## config.mk

```make
export PLATFORM = sky130hd
export DESIGN_NAME = dsp_mac_pipe_flat
export DESIGN_NICKNAME = d
export VERILOG_FILES = /design/src/rtl/dsp_mac_pipe_pkg.sv /design/src/rtl/dsp_mac_pipe_if.sv /design/src/rtl/dsp_pipe_reg.sv /design/src/rtl/dsp_mac_pipe.sv /design/src/flat_wrapper.sv
export SDC_FILE = /design/constraint.sdc
export NUM_CORES = 2
export LEC_CHECK = 0
export CORE_ASPECT_RATIO = 2
export CORE_UTILIZATION = 47
export DETAILED_ROUTE_END_ITERATION = 8
export PLACE_DENSITY = 0.74
export SLEW_MARGIN = 30
export SYNTH_ARGS = -nofsm -noshare
export SYNTH_HDL_FRONTEND = slang
export SYNTH_SLANG_ARGS = --single-unit
```

## constraint.sdc

```tcl
create_clock -name clk -period 11.5 [get_ports clk]
set_input_delay 2.3 -clock clk [delete_from_list [all_inputs] [get_ports clk]]
set_output_delay 2.3 -clock clk [all_outputs]
set_load 0.005 [all_outputs]
```

## src/rtl/dsp_mac_pipe_pkg.sv

```systemverilog
// Shared constants for the DSP MAC slice: OPMODE bit positions, X/Z mux
// select codes and the control bundle forwarded to the post-add stage.
package dsp_pkg;

    // OPMODE bit positions
    localparam int OP_X_LSB    = 0;  // [1:0] X mux select
    localparam int OP_Z_LSB    = 2;  // [3:2] Z mux select
    localparam int OP_USE_PRE  = 4;  // multiplier takes pre-adder output
    localparam int OP_CIN_EN   = 5;  // carry-in enable
    localparam int OP_PRE_SUB  = 6;  // pre-adder D-B instead of D+B
    localparam int OP_POST_SUB = 7;  // post-adder Z-(X+CIN)

    // X mux selects
    localparam logic [1:0] X_ZERO = 2'd0;
    localparam logic [1:0] X_M    = 2'd1;
    localparam logic [1:0] X_P    = 2'd2;
    localparam logic [1:0] X_DAB  = 2'd3;

    // Z mux selects
    localparam logic [1:0] Z_ZERO = 2'd0;
    localparam logic [1:0] Z_PCIN = 2'd1;
    localparam logic [1:0] Z_P    = 2'd2;
    localparam logic [1:0] Z_C    = 2'd3;

    // OPMODE fields still needed once the multiply is done
    typedef struct packed {
        logic       post_sub;
        logic [1:0] z_sel;
        logic [1:0] x_sel;
    } post_ctl_t;

endpackage

```

## src/rtl/dsp_mac_pipe_if.sv

```systemverilog
// Operand/result bundle of the DSP MAC slice. master drives operands,
// slave is the slice itself.
interface dsp_mac_pipe_if #(
    parameter int A_W = 18,
    parameter int B_W = 18,
    parameter int C_W = 48,
    parameter int P_W = 48
);
    localparam int M_W = A_W + B_W + 1;

    logic           CE;
    logic           in_valid;
    logic [A_W-1:0] A;
    logic [B_W-1:0] B;
    logic [B_W-1:0] D;
    logic [C_W-1:0] C;
    logic [P_W-1:0] PCIN;
    logic           CARRYIN;
    logic [7:0]     OPMODE;

    logic           out_valid;
    logic [P_W-1:0] P;
    logic [P_W-1:0] PCOUT;
    logic [M_W-1:0] M;
    logic           CARRYOUT;
    logic           OVERFLOW;
    logic           PATTERN_DETECT;

    modport master (
        output CE, in_valid, A, B, D, C, PCIN, CARRYIN, OPMODE,
        input  out_valid, P, PCOUT, M, CARRYOUT, OVERFLOW, PATTERN_DETECT
    );

    modport slave (
        input  CE, in_valid, A, B, D, C, PCIN, CARRYIN, OPMODE,
        output out_valid, P, PCOUT, M, CARRYOUT, OVERFLOW, PATTERN_DETECT
    );
endinterface

```

## src/rtl/dsp_pipe_reg.sv

```systemverilog
// Generic pipeline register with global clock enable and async clear.
module dsp_pipe_reg #(
    parameter int WIDTH = 1
) (
    input  logic             clk,
    input  logic             rst_n,
    input  logic             ce,
    input  logic [WIDTH-1:0] d,
    output logic [WIDTH-1:0] q
);
    // Capture d on enabled edges; clear immediately on reset
    always_ff @(posedge clk or negedge rst_n) begin
        // NOTE: non-blocking so every stage samples its predecessor's pre-edge value.
        if (!rst_n)  q <= '0;
        else if (ce) q <= d;
    end
endmodule

```

## src/rtl/dsp_mac_pipe.sv

```systemverilog
// Three-stage pre-add / multiply / post-add slice with valid tracking,
// global stall, optional saturation, overflow/carry flags and pattern detect.
module dsp_mac_pipe
    import dsp_pkg::*;
#(
    parameter int             A_W     = 18,
    parameter int             B_W     = 18,
    parameter int             C_W     = 48,
    parameter int             P_W     = 48,
    parameter bit             SAT_EN  = 1'b0,
    parameter logic [P_W-1:0] PATTERN = '0,
    parameter logic [P_W-1:0] MASK    = '0
) (
    input logic           clk,
    input logic           RST_N,
    dsp_mac_pipe_if.slave bus
);
    localparam int M_W   = A_W + B_W + 1;
    localparam int CTL_W = $bits(post_ctl_t);

    // ---------------- stage 1: operand capture ----------------
    logic signed [A_W-1:0] a1;
    logic signed [B_W-1:0] b1, d1;
    logic signed [C_W-1:0] c1;
    logic [P_W-1:0]        pcin1;
    logic                  carryin1, v1;
    logic [7:0]            op1;

    dsp_pipe_reg #(.WIDTH(A_W)) u_a1    (.clk(clk), .rst_n(RST_N), .ce(bus.CE), .d(bus.A),        .q(a1));
    dsp_pipe_reg #(.WIDTH(B_W)) u_b1    (.clk(clk), .rst_n(RST_N), .ce(bus.CE), .d(bus.B),        .q(b1));
    dsp_pipe_reg #(.WIDTH(B_W)) u_d1    (.clk(clk), .rst_n(RST_N), .ce(bus.CE), .d(bus.D),        .q(d1));
    dsp_pipe_reg #(.WIDTH(C_W)) u_c1    (.clk(clk), .rst_n(RST_N), .ce(bus.CE), .d(bus.C),        .q(c1));
    dsp_pipe_reg #(.WIDTH(P_W)) u_pcin1 (.clk(clk), .rst_n(RST_N), .ce(bus.CE), .d(bus.PCIN),     .q(pcin1));
    dsp_pipe_reg #(.WIDTH(1))   u_cy1   (.clk(clk), .rst_n(RST_N), .ce(bus.CE), .d(bus.CARRYIN),  .q(carryin1));
    dsp_pipe_reg #(.WIDTH(8))   u_op1   (.clk(clk), .rst_n(RST_N), .ce(bus.CE), .d(bus.OPMODE),   .q(op1));
    dsp_pipe_reg #(.WIDTH(1))   u_v1    (.clk(clk), .rst_n(RST_N), .ce(bus.CE), .d(bus.in_valid), .q(v1));

    // ---------------- stage 2: pre-add and multiply ----------------
    logic signed [B_W:0]   pre_sum, mult_b;
    logic signed [M_W-1:0] m_next;
    logic                  cin_next;
    post_ctl_t             ctl_next;

    // Full-precision pre-adder feeding a never-truncated signed multiply
    always_comb begin
        pre_sum  = op1[OP_PRE_SUB] ? ((B_W+1)'(d1) - (B_W+1)'(b1))
                                   : ((B_W+1)'(d1) + (B_W+1)'(b1));
        mult_b   = op1[OP_USE_PRE] ? pre_sum : (B_W+1)'(b1);
        m_next   = M_W'(a1) * M_W'(mult_b);
        cin_next = op1[OP_CIN_EN] & carryin1;
        ctl_next = '{post_sub: op1[OP_POST_SUB],
                     z_sel:    op1[OP_Z_LSB +: 2],
                     x_sel:    op1[OP_X_LSB +: 2]};
    end

    logic signed [M_W-1:0] m2;
    logic signed [A_W-1:0] a2;
    logic signed [B_W-1:0] b2, d2;
    logic signed [C_W-1:0] c2;
    logic [P_W-1:0]        pcin2;
    logic                  cin2, v2;
    post_ctl_t             ctl2;

    dsp_pipe_reg #(.WIDTH(M_W))   u_m2    (.clk(clk), .rst_n(RST_N), .ce(bus.CE), .d(m_next),   .q(m2));
    dsp_pipe_reg #(.WIDTH(A_W))   u_a2    (.clk(clk), .rst_n(RST_N), .ce(bus.CE), .d(a1),       .q(a2));
    dsp_pipe_reg #(.WIDTH(B_W))   u_b2    (.clk(clk), .rst_n(RST_N), .ce(bus.CE), .d(b1),       .q(b2));
    dsp_pipe_reg #(.WIDTH(B_W))   u_d2    (.clk(clk), .rst_n(RST_N), .ce(bus.CE), .d(d1),       .q(d2));
    dsp_pipe_reg #(.WIDTH(C_W))   u_c2    (.clk(clk), .rst_n(RST_N), .ce(bus.CE), .d(c1),       .q(c2));
    dsp_pipe_reg #(.WIDTH(P_W))   u_pcin2 (.clk(clk), .rst_n(RST_N), .ce(bus.CE), .d(pcin1),    .q(pcin2));
    dsp_pipe_reg #(.WIDTH(1))     u_cin2  (.clk(clk), .rst_n(RST_N), .ce(bus.CE), .d(cin_next), .q(cin2));
    dsp_pipe_reg #(.WIDTH(CTL_W)) u_ctl2  (.clk(clk), .rst_n(RST_N), .ce(bus.CE), .d(ctl_next), .q(ctl2));
    dsp_pipe_reg #(.WIDTH(1))     u_v2    (.clk(clk), .rst_n(RST_N), .ce(bus.CE), .d(v1),       .q(v2));

    // ---------------- stage 3: post-add, flags, saturation ----------------
    logic [P_W-1:0]        p3;
    logic signed [P_W-1:0] x_val, z_val;
    logic signed [P_W:0]   x_plus_cin, true_sum;
    logic                  ovf_next, carry_next;
    logic [P_W-1:0]        p_next;

    // Muxes read the live P register so accumulation runs every cycle
    always_comb begin
        // NOTE: every output gets a value before the case so no latch is inferred.
        x_val = '0;
        z_val = '0;
        case (ctl2.x_sel)
            X_M:     x_val = P_W'(m2);
            X_P:     x_val = p3;
            X_DAB:   x_val = P_W'({d2, a2, b2});
            default: x_val = '0;
        endcase
        case (ctl2.z_sel)
            Z_PCIN:  z_val = pcin2;
            Z_P:     z_val = p3;
            Z_C:     z_val = P_W'(c2);
            default: z_val = '0;
        endcase

        // One extra bit holds the exact signed result of every mux combination
        x_plus_cin = (P_W+1)'(x_val) + (P_W+1)'({1'b0, cin2});
        true_sum   = ctl2.post_sub ? ((P_W+1)'(z_val) - x_plus_cin)
                                   : ((P_W+1)'(z_val) + x_plus_cin);
        ovf_next   = true_sum[P_W] ^ true_sum[P_W-1];
        // Zero-extended operands differ from sign-extended ones only by their
        // sign bits at weight 2^P_W, so the unsigned carry is a parity of those;
        // for subtract the borrow is inverted.
        carry_next = true_sum[P_W] ^ z_val[P_W-1] ^ x_val[P_W-1] ^ ctl2.post_sub;

        p_next = true_sum[P_W-1:0];
        if (SAT_EN && ovf_next) begin
            p_next = true_sum[P_W] ? {1'b1, {(P_W-1){1'b0}}} : {1'b0, {(P_W-1){1'b1}}};
        end
    end

    logic carry3, ovf3, v3;

    dsp_pipe_reg #(.WIDTH(P_W)) u_p3   (.clk(clk), .rst_n(RST_N), .ce(bus.CE), .d(p_next),     .q(p3));
    dsp_pipe_reg #(.WIDTH(1))   u_cy3  (.clk(clk), .rst_n(RST_N), .ce(bus.CE), .d(carry_next), .q(carry3));
    dsp_pipe_reg #(.WIDTH(1))   u_ovf3 (.clk(clk), .rst_n(RST_N), .ce(bus.CE), .d(ovf_next),   .q(ovf3));
    dsp_pipe_reg #(.WIDTH(1))   u_v3   (.clk(clk), .rst_n(RST_N), .ce(bus.CE), .d(v2),         .q(v3));

    assign bus.P              = p3;
    assign bus.PCOUT          = p3;
    assign bus.M              = m2;
    assign bus.CARRYOUT       = carry3;
    assign bus.OVERFLOW       = ovf3;
    assign bus.out_valid      = v3;
    assign bus.PATTERN_DETECT = (((p3 ^ PATTERN) & ~MASK) == '0);

endmodule
```

## src/flat_wrapper.sv

```systemverilog
// flat-port wrapper written by rule: the top's interface ports become plain ports
module dsp_mac_pipe_flat import dsp_pkg::*;
#(
    parameter int             A_W     = 18,
    parameter int             B_W     = 18,
    parameter int             C_W     = 48,
    parameter int             P_W     = 48,
    parameter bit             SAT_EN  = 1'b0,
    parameter logic [P_W-1:0] PATTERN = '0,
    parameter logic [P_W-1:0] MASK    = '0
)
  (clk, RST_N, bus_CE, bus_in_valid, bus_A, bus_B, bus_D, bus_C, bus_PCIN, bus_CARRYIN, bus_OPMODE, bus_out_valid, bus_P, bus_PCOUT, bus_M, bus_CARRYOUT, bus_OVERFLOW, bus_PATTERN_DETECT);
  dsp_mac_pipe_if #(.A_W(A_W), .B_W(B_W), .C_W(C_W), .P_W(P_W)) bus_i ();
  input logic clk;
  input logic RST_N;
  input wire logic [$bits(bus_i.CE)-1:0] bus_CE;
  input wire logic [$bits(bus_i.in_valid)-1:0] bus_in_valid;
  input wire logic [$bits(bus_i.A)-1:0] bus_A;
  input wire logic [$bits(bus_i.B)-1:0] bus_B;
  input wire logic [$bits(bus_i.D)-1:0] bus_D;
  input wire logic [$bits(bus_i.C)-1:0] bus_C;
  input wire logic [$bits(bus_i.PCIN)-1:0] bus_PCIN;
  input wire logic [$bits(bus_i.CARRYIN)-1:0] bus_CARRYIN;
  input wire logic [$bits(bus_i.OPMODE)-1:0] bus_OPMODE;
  output wire logic [$bits(bus_i.out_valid)-1:0] bus_out_valid;
  output wire logic [$bits(bus_i.P)-1:0] bus_P;
  output wire logic [$bits(bus_i.PCOUT)-1:0] bus_PCOUT;
  output wire logic [$bits(bus_i.M)-1:0] bus_M;
  output wire logic [$bits(bus_i.CARRYOUT)-1:0] bus_CARRYOUT;
  output wire logic [$bits(bus_i.OVERFLOW)-1:0] bus_OVERFLOW;
  output wire logic [$bits(bus_i.PATTERN_DETECT)-1:0] bus_PATTERN_DETECT;
  assign bus_i.CE = bus_CE;
  assign bus_i.in_valid = bus_in_valid;
  assign bus_i.A = bus_A;
  assign bus_i.B = bus_B;
  assign bus_i.D = bus_D;
  assign bus_i.C = bus_C;
  assign bus_i.PCIN = bus_PCIN;
  assign bus_i.CARRYIN = bus_CARRYIN;
  assign bus_i.OPMODE = bus_OPMODE;
  assign bus_out_valid = bus_i.out_valid;
  assign bus_P = bus_i.P;
  assign bus_PCOUT = bus_i.PCOUT;
  assign bus_M = bus_i.M;
  assign bus_CARRYOUT = bus_i.CARRYOUT;
  assign bus_OVERFLOW = bus_i.OVERFLOW;
  assign bus_PATTERN_DETECT = bus_i.PATTERN_DETECT;
  dsp_mac_pipe #(.A_W(A_W), .B_W(B_W), .C_W(C_W), .P_W(P_W), .SAT_EN(SAT_EN), .PATTERN(PATTERN), .MASK(MASK)) u_core (.clk(clk), .RST_N(RST_N), .bus(bus_i));
endmodule
```

==> results.md <==
- Outcome: finished, final reports clean
- Layout Cells excl Fill: approximately 4800
- Setup crit end kind: flop
- Hpwl dp: about 90000 microns
- HP Start: u_core.u_pcin1.q[8]$_DFFE_PN0P_
- Syn-to-layout area delta: 14.0%
- Top post-synthesis cells by area: dfrtp_1 27%, fa_1 19%, mux2_2 14%, ha_1 5.7%, inv_1 4.5%
- Setup crit start kind: flop
- RSZ-0062 raised after global routing: no
- NumNets Final: 4462
- Synth Instances: around 3600
- ANT cells: 0
- Clock Path Buffers: 3
- Highest Signal Layer: met5
- I/O Buffers: ~300
- Post-Place Cells: 4772
- Yosys cell types: 87
- CP arrival: between 10 and 15 ns
- Final WS setup: 0.670 ns
- Final worst path period share: a little over nine tenths
- DR vias/cell: about 5.7
- Clk slew on worst S/H paths: roughly 0.070 ns
- DRC: 0
- Number of synthesized flops with an enable pin: 0
- WL met1: 38600 microns
- Final setup violation count: 0
- Share of flip-flops with an asynchronous set or reset: 100%
- Clock sink total: approximately 400
- I/O Pins: 300
- CTS tree: done
- Worst r2r src: u_core.u_b1.q[0]$_DFFE_PN0P_
- Number of global-route vias before repair: 29800
- Slew margin rel.: 25.5%
- Cell taking the most area after synthesis: dfrtp_1
- First-pass GRT wire length: 171000 microns
- CTS root buf: clkbuf_16
- Setup CP Type: flop to flop
- Cell area after synthesis: 36600 sq um
- Height of the chip: about 400 microns
- Placer Congestion: 0.956
- Wire length on met3: about 5500 microns
- Initial core utilization: between 40 and 50%
- Critical Path Start: u_core.u_b1.q[0]$_DFFE_PN0P_
- FF+latch count, synth: roughly 400
- Worst-Margin Slew: 1.11 ns
- Class of the worst hold path: flop to flop
- Via count: 27500
- Share of cells above drive strength 1: between 10% and 20%
- Final wirelength: 112000 microns
- Count leader, synth: mux2_2
- Number of post-CTS setup repair buffers: 0
- Dpl ws: 0.387 ns
- Register area share after synthesis: between 20% and 30%
- Number of hold violations in the final report: 0
- CP max stage delay: 0.64 ns
- Total gr overflow: 0
- Total Die Area: approximately 79000 sq um
- Num CTS Buffers: 39
- Commonest cells in the netlist: 444 x mux2_2, 441 x inv_1, 399 x dfrtp_1, 339 x fa_1, 284 x nand2_1
- Core box area: 77100 sq um
- Largest net degree at the start of global routing: between 150 and 200
- GR Util All Layers: 29.1%
- Mapped Avg Cell Area: approximately 10 sq um
- Max-slew violation count: 0
- Primary FF master, synth: dfrtp_1
- Met2 wire len: 58600 microns
- Clock Latency Late Sink: ~0.6 ns
- Fmax: 92.3 MHz
- Post-Syn Nets: 4291
- DRT Pass-1 Iters: 5
- Worst EP required: roughly 12 ns
- Wire per inst: about 23 microns
- H-tree depth: 2
- Top-area cell type share of the netlist area: approximately 27%
- Setup Skew: ~0.061 ns
- ANT nets after route: 0
- Max cap viols: 0
- Yosys Warn Count: 0
- Worst Path Max Fanout: 18
- # rows: around 140
- Setup TNS: 0 ns
- CP max-delay cell: fa_1
- Die Wd: about 200 microns
- Period minus WS final: ~11 ns
- Initial antenna violation count: 4
- Reg2reg setup slack: roughly 0.67 ns
- Hold WS: slightly below 0.5 ns
- DR iter-0 viols: between 1000 and 1500
through the flow:
stage	area, sq um	utilization, %
after floorplan	36600	-
after global placement	40200	52.1
after detailed placement	40200	52.1
after CTS	41600	54.0
after global routing	41700	54.1
final	41700	54.1
layer usage:
layer  track usage (%)  up-vias
met5                 0        -
li1                  -    12400
met2              52.8      881
met4              20.5        4
met1              30.3    13900
met3              4.16      362
state kept, by name, summed over array words and instances (netlist names), 5 cells and up:
| name | count |
|---|---|
| u_core.u_d1.q | 18 |
| u_core.u_a1.q | 18 |
| u_core.u_c2.q | 48 |
| u_core.u_pcin1.q | 48 |
| u_core.u_op1.q | 8 |
| u_core.u_b1.q | 18 |
| u_core.u_d2.q | 12 |
| u_core.u_a2.q | 18 |
| u_core.u_c1.q | 48 |
| u_core.u_b2.q | 18 |
| u_core.u_pcin2.q | 48 |
| u_core.u_ctl2.q | 5 |
| u_core.u_p3.q | 48 |
| u_core.u_m2.q | 37 |
worst max-delay path, delay by kind of cell, from the launching register on:
family                   cells  cell delay [ns]
adder cells (fa/ha/maj)      9             4.17
AO/OA/AOI/OAI               14             3.59
buffers and inverters        7             0.93
multiplexers                 3             0.74
AND/OR/NAND/NOR              4             0.49
flip-flops                   1             0.41
XOR/XNOR                     2             0.34
repair_timing:
item | in CTS | in global routing
endpoints found under the setup margin | 0 | 6
hold buffers | 0 | 0
gates resized for setup | 0 | 7
worst paths after layout:
path | endpoint | cells past startpoint
max reg2reg | u_core.u_m2.q[35]$_DFFE_PN0P_ | 39
max | u_core.u_m2.q[35]$_DFFE_PN0P_ | 39
min reg2reg | u_core.u_pcin2.q[8]$_DFFE_PN0P_ | 1
min | u_core.u_pcin2.q[8]$_DFFE_PN0P_ | 1
max in group asynchronous | u_core.u_pcin1.q[47]$_DFFE_PN0P_ | 4
min in group asynchronous | u_core.u_c1.q[0]$_DFFE_PN0P_ | 1
cell type report:
class / count / area (sq um)
Timing Repair Buffer: 346 / 3410
Multi-Input combinational cell: 2562 / 23900
Sequential cell: 399 / 9990
Tap cell: 1022 / 1280
Clock buffer: 51 / 1120
Fill cell: 6997 / 35400
Inverter: 444 / 1670
Clock inverter: 19 / 293
kinds of logic after synthesis:
logic type	synth area share, %
and+or+nand+nor	11.7
buffers and inverters	7.44
adders and majority gates	24.3
AOI/OAI and AO/OA	9.33
muxes	14.8
DFF	27.3
xor gates and xnor gates	5.15
cell usage in the layout (no fill, tap or decap), types with 7 or more instances in the layout:
| master | instances |
|---|---|
| a211o_1 | 10 |
| a211oi_1 | 7 |
| a21o_1 | 46 |
| a21oi_1 | 130 |
| a22o_1 | 59 |
| a22oi_1 | 29 |
| a31oi_1 | 18 |
| and2_1 | 136 |
| and3_1 | 9 |
| buf_4 | 41 |
| clkbuf_16 | 40 |
| clkbuf_8 | 8 |
| clkdlybuf4s50_1 | 297 |
| dfrtp_1 | 393 |
| fa_1 | 339 |
| ha_1 | 168 |
| inv_1 | 441 |
| mux2_2 | 444 |
| mux2i_1 | 33 |
| nand2_1 | 284 |
| nand2b_1 | 24 |
| nand3_1 | 38 |
| nand4_1 | 20 |
| nor2_1 | 152 |
| nor2b_1 | 41 |
| nor3_1 | 44 |
| nor4_1 | 31 |
| o21a_1 | 25 |
| o21ai_0 | 76 |
| o21bai_1 | 14 |
| o2bb2ai_1 | 13 |
| o31ai_1 | 13 |
| or2_2 | 9 |
| or3_1 | 19 |
| or4_1 | 9 |
| xnor2_1 | 157 |
| xor2_1 | 58 |
Power is not shown: default switching activity piles up to over one toggle a cycle in this logic, so the estimate is an artifact.
